<file path="src/rtl/wb_pkg.sv">
// Write-back commit shared types and sizing.
// Optional load bypass: WB_LOAD_BYPASS_EN.
package wb_pkg;
  localparam int XLEN       = 32;
  localparam int REG_ADDR_W = 5;
  localparam int NREG       = 2 ** REG_ADDR_W;
  localparam int LQ_DEPTH   = 4;

  typedef struct packed {
    logic [REG_ADDR_W-1:0] rd;
    logic [XLEN-1:0]       dat;
  } wb_entry_t;
endpackage

</file>
<file path="src/rtl/wb_load_fifo.sv">
// Load response queue for the write-back port.
// Pointers carry one extra wrap bit to tell full from empty.
module wb_load_fifo
  import wb_pkg::*;
#(
  parameter int DEPTH = LQ_DEPTH
) (
  input  logic      clk_i,
  input  logic      rst_n_i,
  input  logic      push_i,
  input  wb_entry_t entry_i,
  input  logic      pop_i,
  output wb_entry_t head_o,
  output logic      full_o,
  output logic      empty_o
);
  localparam int AW = $clog2(DEPTH);

  logic [AW:0] wp_q, wp_d;
  logic [AW:0] rp_q, rp_d;
  logic        do_push;
  logic        do_pop;
  wb_entry_t   mem_q [DEPTH];

  assign empty_o = (wp_q == rp_q);
  assign full_o  = (wp_q[AW] != rp_q[AW]) &&
                   (wp_q[AW-1:0] == rp_q[AW-1:0]);
  assign do_push = push_i && !full_o;
  assign do_pop  = pop_i && !empty_o;
  assign head_o  = mem_q[rp_q[AW-1:0]];

  always_comb begin
    wp_d = wp_q + {{AW{1'b0}}, do_push};
    rp_d = rp_q + {{AW{1'b0}}, do_pop};
  end

  always_ff @(posedge clk_i or negedge rst_n_i) begin
    if (!rst_n_i) begin
      wp_q <= '0;
      rp_q <= '0;
    end else begin
      wp_q <= wp_d;
      rp_q <= rp_d;
    end
  end

  // Storage needs no reset; pointers define validity.
  always_ff @(posedge clk_i) begin
    if (do_push) mem_q[wp_q[AW-1:0]] <= entry_i;
  end
endmodule

</file>
<file path="src/rtl/wb_commit.sv">
// Register-file write port arbiter: ALU first, then queued loads.
// Define WB_LOAD_BYPASS_EN to let a load skip an empty queue.
module wb_commit
  import wb_pkg::*;
(
  input  logic                  clk_i,
  input  logic                  rst_n_i,
  input  logic                  alu_valid_i,
  output logic                  alu_ready_o,
  input  logic [REG_ADDR_W-1:0] alu_rd_i,
  input  logic [XLEN-1:0]       alu_dat_i,
  input  logic                  lsu_valid_i,
  output logic                  lsu_ready_o,
  input  logic [REG_ADDR_W-1:0] lsu_rd_i,
  input  logic [XLEN-1:0]       lsu_dat_i,
  input  logic                  iss_load_i,
  input  logic [REG_ADDR_W-1:0] iss_rd_i,
  output logic [NREG-1:0]       busy_o,
  output logic                  wr_en_o,
  output logic [REG_ADDR_W-1:0] reg_des_o,
  output logic [XLEN-1:0]       reg_des_dat_o
);
  logic            full, empty;
  logic            alu_fire, lsu_fire;
  logic            byp, push, pop;
  logic            cm_vld, cm_ld;
  wb_entry_t       cm, head;
  logic            wr_en_q, wr_en_d;
  logic [REG_ADDR_W-1:0] rd_q, rd_d;
  logic [XLEN-1:0] dat_q, dat_d;
  logic [NREG-1:0] busy_q, busy_d;

  assign alu_ready_o   = !full;
  assign lsu_ready_o   = !full;
  assign busy_o        = busy_q;
  assign wr_en_o       = wr_en_q;
  assign reg_des_o     = rd_q;
  assign reg_des_dat_o = dat_q;

  wb_load_fifo #(.DEPTH(LQ_DEPTH)) u_lq (
    .clk_i   (clk_i),
    .rst_n_i (rst_n_i),
    .push_i  (push),
    .entry_i ('{rd: lsu_rd_i, dat: lsu_dat_i}),
    .pop_i   (pop),
    .head_o  (head),
    .full_o  (full),
    .empty_o (empty)
  );

  always_comb begin
    alu_fire = alu_valid_i && !full;
    lsu_fire = lsu_valid_i && !full;
`ifdef WB_LOAD_BYPASS_EN
    byp      = lsu_fire && empty && !alu_fire;
`else
    byp      = 1'b0;
`endif
    push     = lsu_fire && !byp;
    pop      = !alu_fire && !empty;
  end

  always_comb begin
    cm_vld = 1'b0;
    cm_ld  = 1'b0;
    cm     = '0;
    unique case (1'b1)
      alu_fire: begin
        cm_vld = 1'b1;
        cm     = '{rd: alu_rd_i, dat: alu_dat_i};
      end
      pop: begin
        cm_vld = 1'b1;
        cm_ld  = 1'b1;
        cm     = head;
      end
      byp: begin
        cm_vld = 1'b1;
        cm_ld  = 1'b1;
        cm     = '{rd: lsu_rd_i, dat: lsu_dat_i};
      end
      default: ;
    endcase
  end

  always_comb begin
    wr_en_d = cm_vld && (cm.rd != '0);
    rd_d    = cm_vld ? cm.rd : rd_q;
    dat_d   = cm_vld ? cm.dat : dat_q;
    busy_d  = busy_q;
    if (cm_ld) busy_d[cm.rd] = 1'b0;
    // A new issue to the same rd outranks the clear.
    if (iss_load_i) busy_d[iss_rd_i] = 1'b1;
    busy_d[0] = 1'b0;
  end

  always_ff @(posedge clk_i or negedge rst_n_i) begin
    if (!rst_n_i) begin
      wr_en_q <= 1'b0;
      rd_q    <= '0;
      dat_q   <= '0;
      busy_q  <= '0;
    end else begin
      wr_en_q <= wr_en_d;
      rd_q    <= rd_d;
      dat_q   <= dat_d;
      busy_q  <= busy_d;
    end
  end
endmodule

</file>
<file path="config.mk">
export PLATFORM = sky130hd
export DESIGN_NAME = wb_commit
export DESIGN_NICKNAME = d
export VERILOG_FILES = /design/src/rtl/wb_pkg.sv /design/src/rtl/wb_load_fifo.sv /design/src/rtl/wb_commit.sv
export SDC_FILE = /design/constraint.sdc
export NUM_CORES = 1
export LEC_CHECK = 0
export ABC_AREA = 0
export BUFFER_PORTS_ARGS = -buffer_cell sky130_fd_sc_hd__buf_4
export CORE_ASPECT_RATIO = 1.25
export CORE_MARGIN = 3
export CORE_UTILIZATION = 55
export DETAILED_ROUTE_END_ITERATION = 16
export PLACE_DENSITY_LB_ADDON = 0.12
export RECOVER_POWER = 25
export SKIP_CTS_REPAIR_TIMING = 1
export SLEW_MARGIN = 20
export SYNTH_ARGS = -nofsm -noshare
export SYNTH_HDL_FRONTEND = slang
export SYNTH_SLANG_ARGS = --single-unit
</file>
<file path="constraint.sdc">
create_clock -name clk_i -period 13.5 [get_ports clk_i]
set_input_delay 1.35 -clock clk_i [delete_from_list [all_inputs] [get_ports clk_i]]
set_output_delay 1.35 -clock clk_i [all_outputs]
set_load 0.01 [all_outputs]
</file>
After elaboration in Yosys (flattened, before gate mapping)
Memories as Yosys holds them, arrays and structs flattened.
Cells that the tools add are included.
{ "totals": {"reg_bits": 75, "ramBits": 148, "input_bits": 84, "out_inout_bits": 72, "n_memories": 1} }
{ "memory_table": {"columns": ["memory", "depth", "word_bits", "read_ports", "rd_clocked_by_memory_dff", "wr", "line_no", "rtl"], "rows": [
  ["u_lq.mem_q", 4, 37, 1, 0, 1, "wb_load_fifo.sv:23", "wb_entry_t mem_q [DEPTH];"]
]} }
{ "classes": {"n_addsub": 2, "magnitude_cmp": 4, "n_eq_ne": 3, "n_mux": 11, "n_bitwise": 3, "n_reduce_logical": 14} }
{ "op_table": {"columns": ["op", "n"], "rows": [
  ["$pmux W37 S2", 1],
  ["$mux W32", 2],
  ["$and A32 B32 Y32", 1],
  ["$not A32 Y32", 1],
  ["$or A32 B32 Y32", 1],
  ["$lt A5 B6 Y1 const B", 2],
  ["$demux W1 S5", 2],
  ["$ge A5 B1 Y1 const B", 2],
  ["$logic_and A1 B1 Y1", 9],
  ["$add A3 B1 Y3", 2],
  ["$mux W1", 6],
  ["$reduce_bool A5 Y1", 1],
  ["$eq A3 B3 Y1", 1],
  ["$logic_not A1 Y1", 3],
  ["$eq A2 B2 Y1", 1],
  ["$reduce_or A2 Y1", 1],
  ["$ne A1 B1 Y1", 1]
]} }

Longest topological paths before layout
{ "logic_depth": {"ltp_word": 16, "depth_mapped": 10, "ltp_nobuf": 7} }

Hierarchy
Synthesis repeated with hierarchy kept, for this count alone.
{ "unflattened": {"cells_unflattened": 561, "hier_area_um2": 8997.4} }
{ "by_module_without_submodules": {"columns": ["module", "n_inst", "cells_each", "area_per_inst_um2", "seq_area_each_um2"], "rows": [
  ["wb_load_fifo", 1, 223, 5686.7, 4594.4],
  ["wb_commit", 1, 338, 3310.7, 1726.7]
]} }

Least setup slack after synthesis
No wires, ideal clock.
{ "synth_path": {"path_type": "input to register", "start": "in lsu_valid_i", "end": "mem u_lq.mem_q[0][0] in the netlist's numbering, enable pin", "setup_ns": 0.485, "arrival_time_ns": 4.327, "required_time_ns": 13.015, "path_slack_ns": 8.687, "path_stages": 2, "path_buffers": 0, "path_cell_list": "and2_0 -> nor3b_1"} }
{ "synth_via": {"elab_chain_cells": 4} }
{ "synth_rtl": {"columns": ["element", "line_no", "rtl"], "rows": [
  ["from (decl)", "wb_commit.sv:12", "input logic lsu_valid_i,"],
  ["$logic_and A1 B1 Y1", "wb_commit.sv:53", "lsu_fire = lsu_valid_i && !full;"],
  ["$logic_and A1 B1 Y1", "wb_load_fifo.sv:28", "assign do_push = push_i && !full_o;"],
  ["$mux W1", "wb_load_fifo.sv:49", "if (do_push) mem_q[wp_q[AW-1:0]] <= entry_i;"],
  ["$mux W1 (implied by the code)", "wb_load_fifo.sv:49", null],
  ["to (decl)", "wb_load_fifo.sv:23", null]
]} }
Every way passes these cells.

Worst setup path in the final report
{ "layout_path": {"start": "reg u_lq.rp_q[1]", "end": "out lsu_ready_o"} }
{ "layout_via": {"elab_chain_cells": 3} }
{ "layout_rtl": {"columns": ["element", "line_no", "rtl"], "rows": [
  ["from (decl)", "wb_load_fifo.sv:20", "logic [AW:0] rp_q, rp_d;"],
  ["from (signal assigned)", "wb_load_fifo.sv:43", "rp_q <= rp_d;"],
  ["$eq A2 B2 Y1", "wb_load_fifo.sv:27", "(wp_q[AW-1:0] == rp_q[AW-1:0]);"],
  ["$logic_and A1 B1 Y1", "wb_load_fifo.sv:26", "assign full_o = (wp_q[AW] != rp_q[AW]) &&"],
  ["$logic_not A1 Y1", "wb_commit.sv:34", "assign lsu_ready_o = !full;"],
  ["to (decl)", "wb_commit.sv:13", "output logic lsu_ready_o,"]
]} }
Every way passes these cells.

==> impl_metrics.env <==
export IMPL_arrival_ns=2.21
export IMPL_ff2ff_setup_slack_ns=10.25
export IMPL_rsz0062_at_grt="false"
export IMPL_synth_edf_count=148
export IMPL_hold_violations=0
export IMPL_synth_cells=548
export IMPL_rows=51
export IMPL_n_fill_cell=1144
export IMPL_ys_seq_elements=223
export IMPL_synth_top_cell_by_area="edfxtp_1"
export IMPL_ios=156
export IMPL_grt_pass1_vias=5600
export IMPL_peakVddDrop_mv=0.1588
export IMPL_fin_setup_tns_ns=0
export IMPL_endpoint="lsu_ready_o"
export IMPL_route_vias_total=5251
export IMPL_clockBufferDepth=3
export IMPL_yosys_area_share_adder_pct=0.5663
export IMPL_clkSinkCount=223
export IMPL_route_detailed_drc=0
export IMPL_grt_antenna_before_repair=0
export IMPL_drt_iter0_drc=376
export IMPL_clock_tree_root_cell="clkbuf_16"
export IMPL_antenna_left=0
export IMPL_cp_end_kind="output pin"
export IMPL_synth_simple_area_share_pct=8.154
export IMPL_fin_skew_ns=0.02070
export IMPL_start_kind="register"
export IMPL_yosysWarningCount=0
export IMPL_grt_usage_pct=21.41
export IMPL_cts_buffers=22
export IMPL_io_buffers=154
export IMPL_drive_gt1_share_pct=29.57
export IMPL_path_max_fanout=40
export IMPL_clk_pin_slew_ns=0.07
export IMPL_syn_to_final_growth_pct=21.38
export IMPL_initial_utilization_pct=56.30
export IMPL_core_um2=15700
export IMPL_cp_startpoint="u_lq.rp_q[1]"
export IMPL_synthTopCellsByCount="edfxtp_1, nand2_1, dfrtp_1"
export IMPL_worst_slew_pin_slew_ns=1.012
export IMPL_synth_top_cells_by_area="edfxtp_1, dfrtp_1, mux4_2, nand2_1, a22oi_1"
export IMPL_layout_nets=789
export IMPL_synth_compound_area_share_pct=7.616
export IMPL_post_route_util_pct=68.34
export IMPL_crit_required_ns=12.15
export IMPL_synth_xor_area_share_pct=0.4955
export IMPL_status="completed"
export IMPL_grt_pass1_wl_mm=29.87
export IMPL_post_place_ws_ns=10.17
export IMPL_synth_area_per_cell_um2=16.13
export IMPL_place_gp_congestion=0.8405
export IMPL_fin_crit_ns=3.557
export IMPL_ys_async_sr_fraction_pct=33.63
export IMPL_die_area_um2=17640
export IMPL_grt_overflow_total=0
export IMPL_dp_hpwl_mm=11.73
export IMPL_r2r_end="reg_des_o[3]"
export IMPL_crit_reg2reg_launch="u_lq.rp_q[1]"
export IMPL_crit_type="register to output pin"
export IMPL_finalCritPeriodShare_pct=26.35
export IMPL_maxCapViolCount=0
export IMPL_num_antenna_cells=0
export IMPL_rr_worst_depth=7
export IMPL_syn_area_um2=8838
export IMPL_synth_flop_cell="edfxtp_1"
export IMPL_die_x_um=119.4
export IMPL_finalWirelength_mm=18.73
export IMPL_drtPass1Iterations=5
export IMPL_cts_tree="yes"
export IMPL_yosysSeqAreaShare_pct=71.52
export IMPL_fin_ws_ns=9.943
export IMPL_slew_violations=0
export IMPL_hold_path_class="register to register"
export IMPL_synth_cell_type_count=49
export IMPL_synth_nets=636
export IMPL_fmax_ghz=0.2811
export IMPL_synth_top_family_by_area="multiplexers"
export IMPL_grt_max_degree=76
export IMPL_synth_most_common_cell="edfxtp_1"
export IMPL_leakage_nw=4.169
export IMPL_relSlewSlack_pct=32.56
export IMPL_p_per_area_nw_per_um2=247.9
export IMPL_setup_viol=0
export IMPL_die_height_um=147.7
export IMPL_viasPerCell=5.652
export IMPL_cts_htree_levels=1
export IMPL_synth_top_area_share_pct=50.28
export IMPL_insertion_delay_ns=0.50
export IMPL_synthMuxAreaShare_pct=9.414
export IMPL_wl_per_cell_um=20.17
==> cells in the final DEF, fill, tap and decap left out, types with 2 or more instances in the layout <==
cell type  netlist  final
clkbuf_16        0     23
xnor2_1          2      2
nand2_1        135    135
xor2_1           3      3
nand3_1          2      2
nor2_4           1      4
nor2_1           7      5
a22o_1           5      5
bufinv_16        0      2
nor3b_1          5      4
ha_1             4      4
mux4_2          36     36
o41ai_1         13     13
o31ai_1         12     12
dfrtp_2          0      2
nor2b_1          2      2
clkbuf_1         9     41
a22oi_4          2      2
and3_1           3      2
nand4_1          4      4
buf_4            5    124
dfrtp_1         75     73
a22oi_1         32     32
o41ai_2          2      2
edfxtp_1       148    148
clkinv_1         0      3
clkinv_2         0      3
a21oi_1          2      2
==> logic make-up after synthesis <==
group / after synthesis
compound gates: 76
xor+xnor: 5
fa+ha+maj: 4
buf+inv: 32
flops: 223
mux: 38
other cells: 1
simple gates: 169
==> registers in the layout, summed over array words and instances (netlist names) <==
| register | flops |
|---|---|
| u_lq.wp_q | 3 |
| u_lq.mem_q | 148 |
| wr_en_o | 1 |
| reg_des_o | 5 |
| u_lq.rp_q | 3 |
| busy_o | 31 |
| reg_des_dat_o | 32 |
==> power breakdown <==
| part | internal, mW | switching (mW) |
|---|---|---|
| Clock | 0.357 | 0.245 |
| Sequential | 0.965 | 0.121 |
| Combinational | 0.425 | 0.548 |
==> worst max-delay path, cell delays in order (launching register included) <==
cell	delay [ns]
dfrtp_2	1.03
xnor2_1	0.22
and3_4	0.26
inv_2	0.05
buf_4	0.14
==> layer usage <==
layer | global-route usage [%] | wire (µm) | vias to the layer above | share of wire [%]
li1 | - | - | 2404 | -
met1 | 28.14 | 7385 | 2630 | 39
met2 | 37.09 | 9800 | 192 | 52
met3 | 4.631 | 1279 | 25 | 6.8
met4 | 4.928 | 269 | 0 | 1.4
met5 | 0 | 0 | - | 0
==> worst min-delay path by stage <==
| stage | start | endpoint | slack [ns] | cells past startpoint |
|---|---|---|---|---|
| final | reg_des_dat_o[31] | reg_des_dat_o[31] | 0.46 | 2 |
| after global routing | reg_des_dat_o[3] | reg_des_dat_o[3] | 0.49 | 2 |
| after CTS | reg_des_dat_o[4] | reg_des_dat_o[4] | 0.47 | 2 |
| after detailed placement | reg_des_dat_o[4] | reg_des_dat_o[4] | 0.46 | 2 |
| after global placement | reg_des_dat_o[28] | reg_des_dat_o[28] | 0.45 | 2 |
| after floorplan | u_lq.wp_q[2] | u_lq.wp_q[2] | 0.46 | 1 |
==> area by class of cell <==
cell class / instances / area, µm² / area share [%]
repair buffers: 159 / 1062 / 9.902
multi-input cells: 293 / 2350 / 21.90
clock buffers: 30 / 611.8 / 5.703
clock inverters: 10 / 102.6 / 0.9564
flip-flops and latches: 223 / 6324 / 58.95
well taps: 212 / 265.3 / 2.473
inverters: 2 / 12.51 / 0.1166
==> metrics by stage <==
stage	instances	power [mW]	hold slack (ns)	area, µm²
after CTS	929	2.701	0.4715	10860
after floorplan	548	1.733	0.4604	8838
after global placement	889	2.056	0.4507	10140
final	929	2.659	0.4638	10730
after detailed placement	889	2.095	0.4570	10140
after global routing	929	2.818	0.4910	10730
Power figures use the tool's default switching activity.
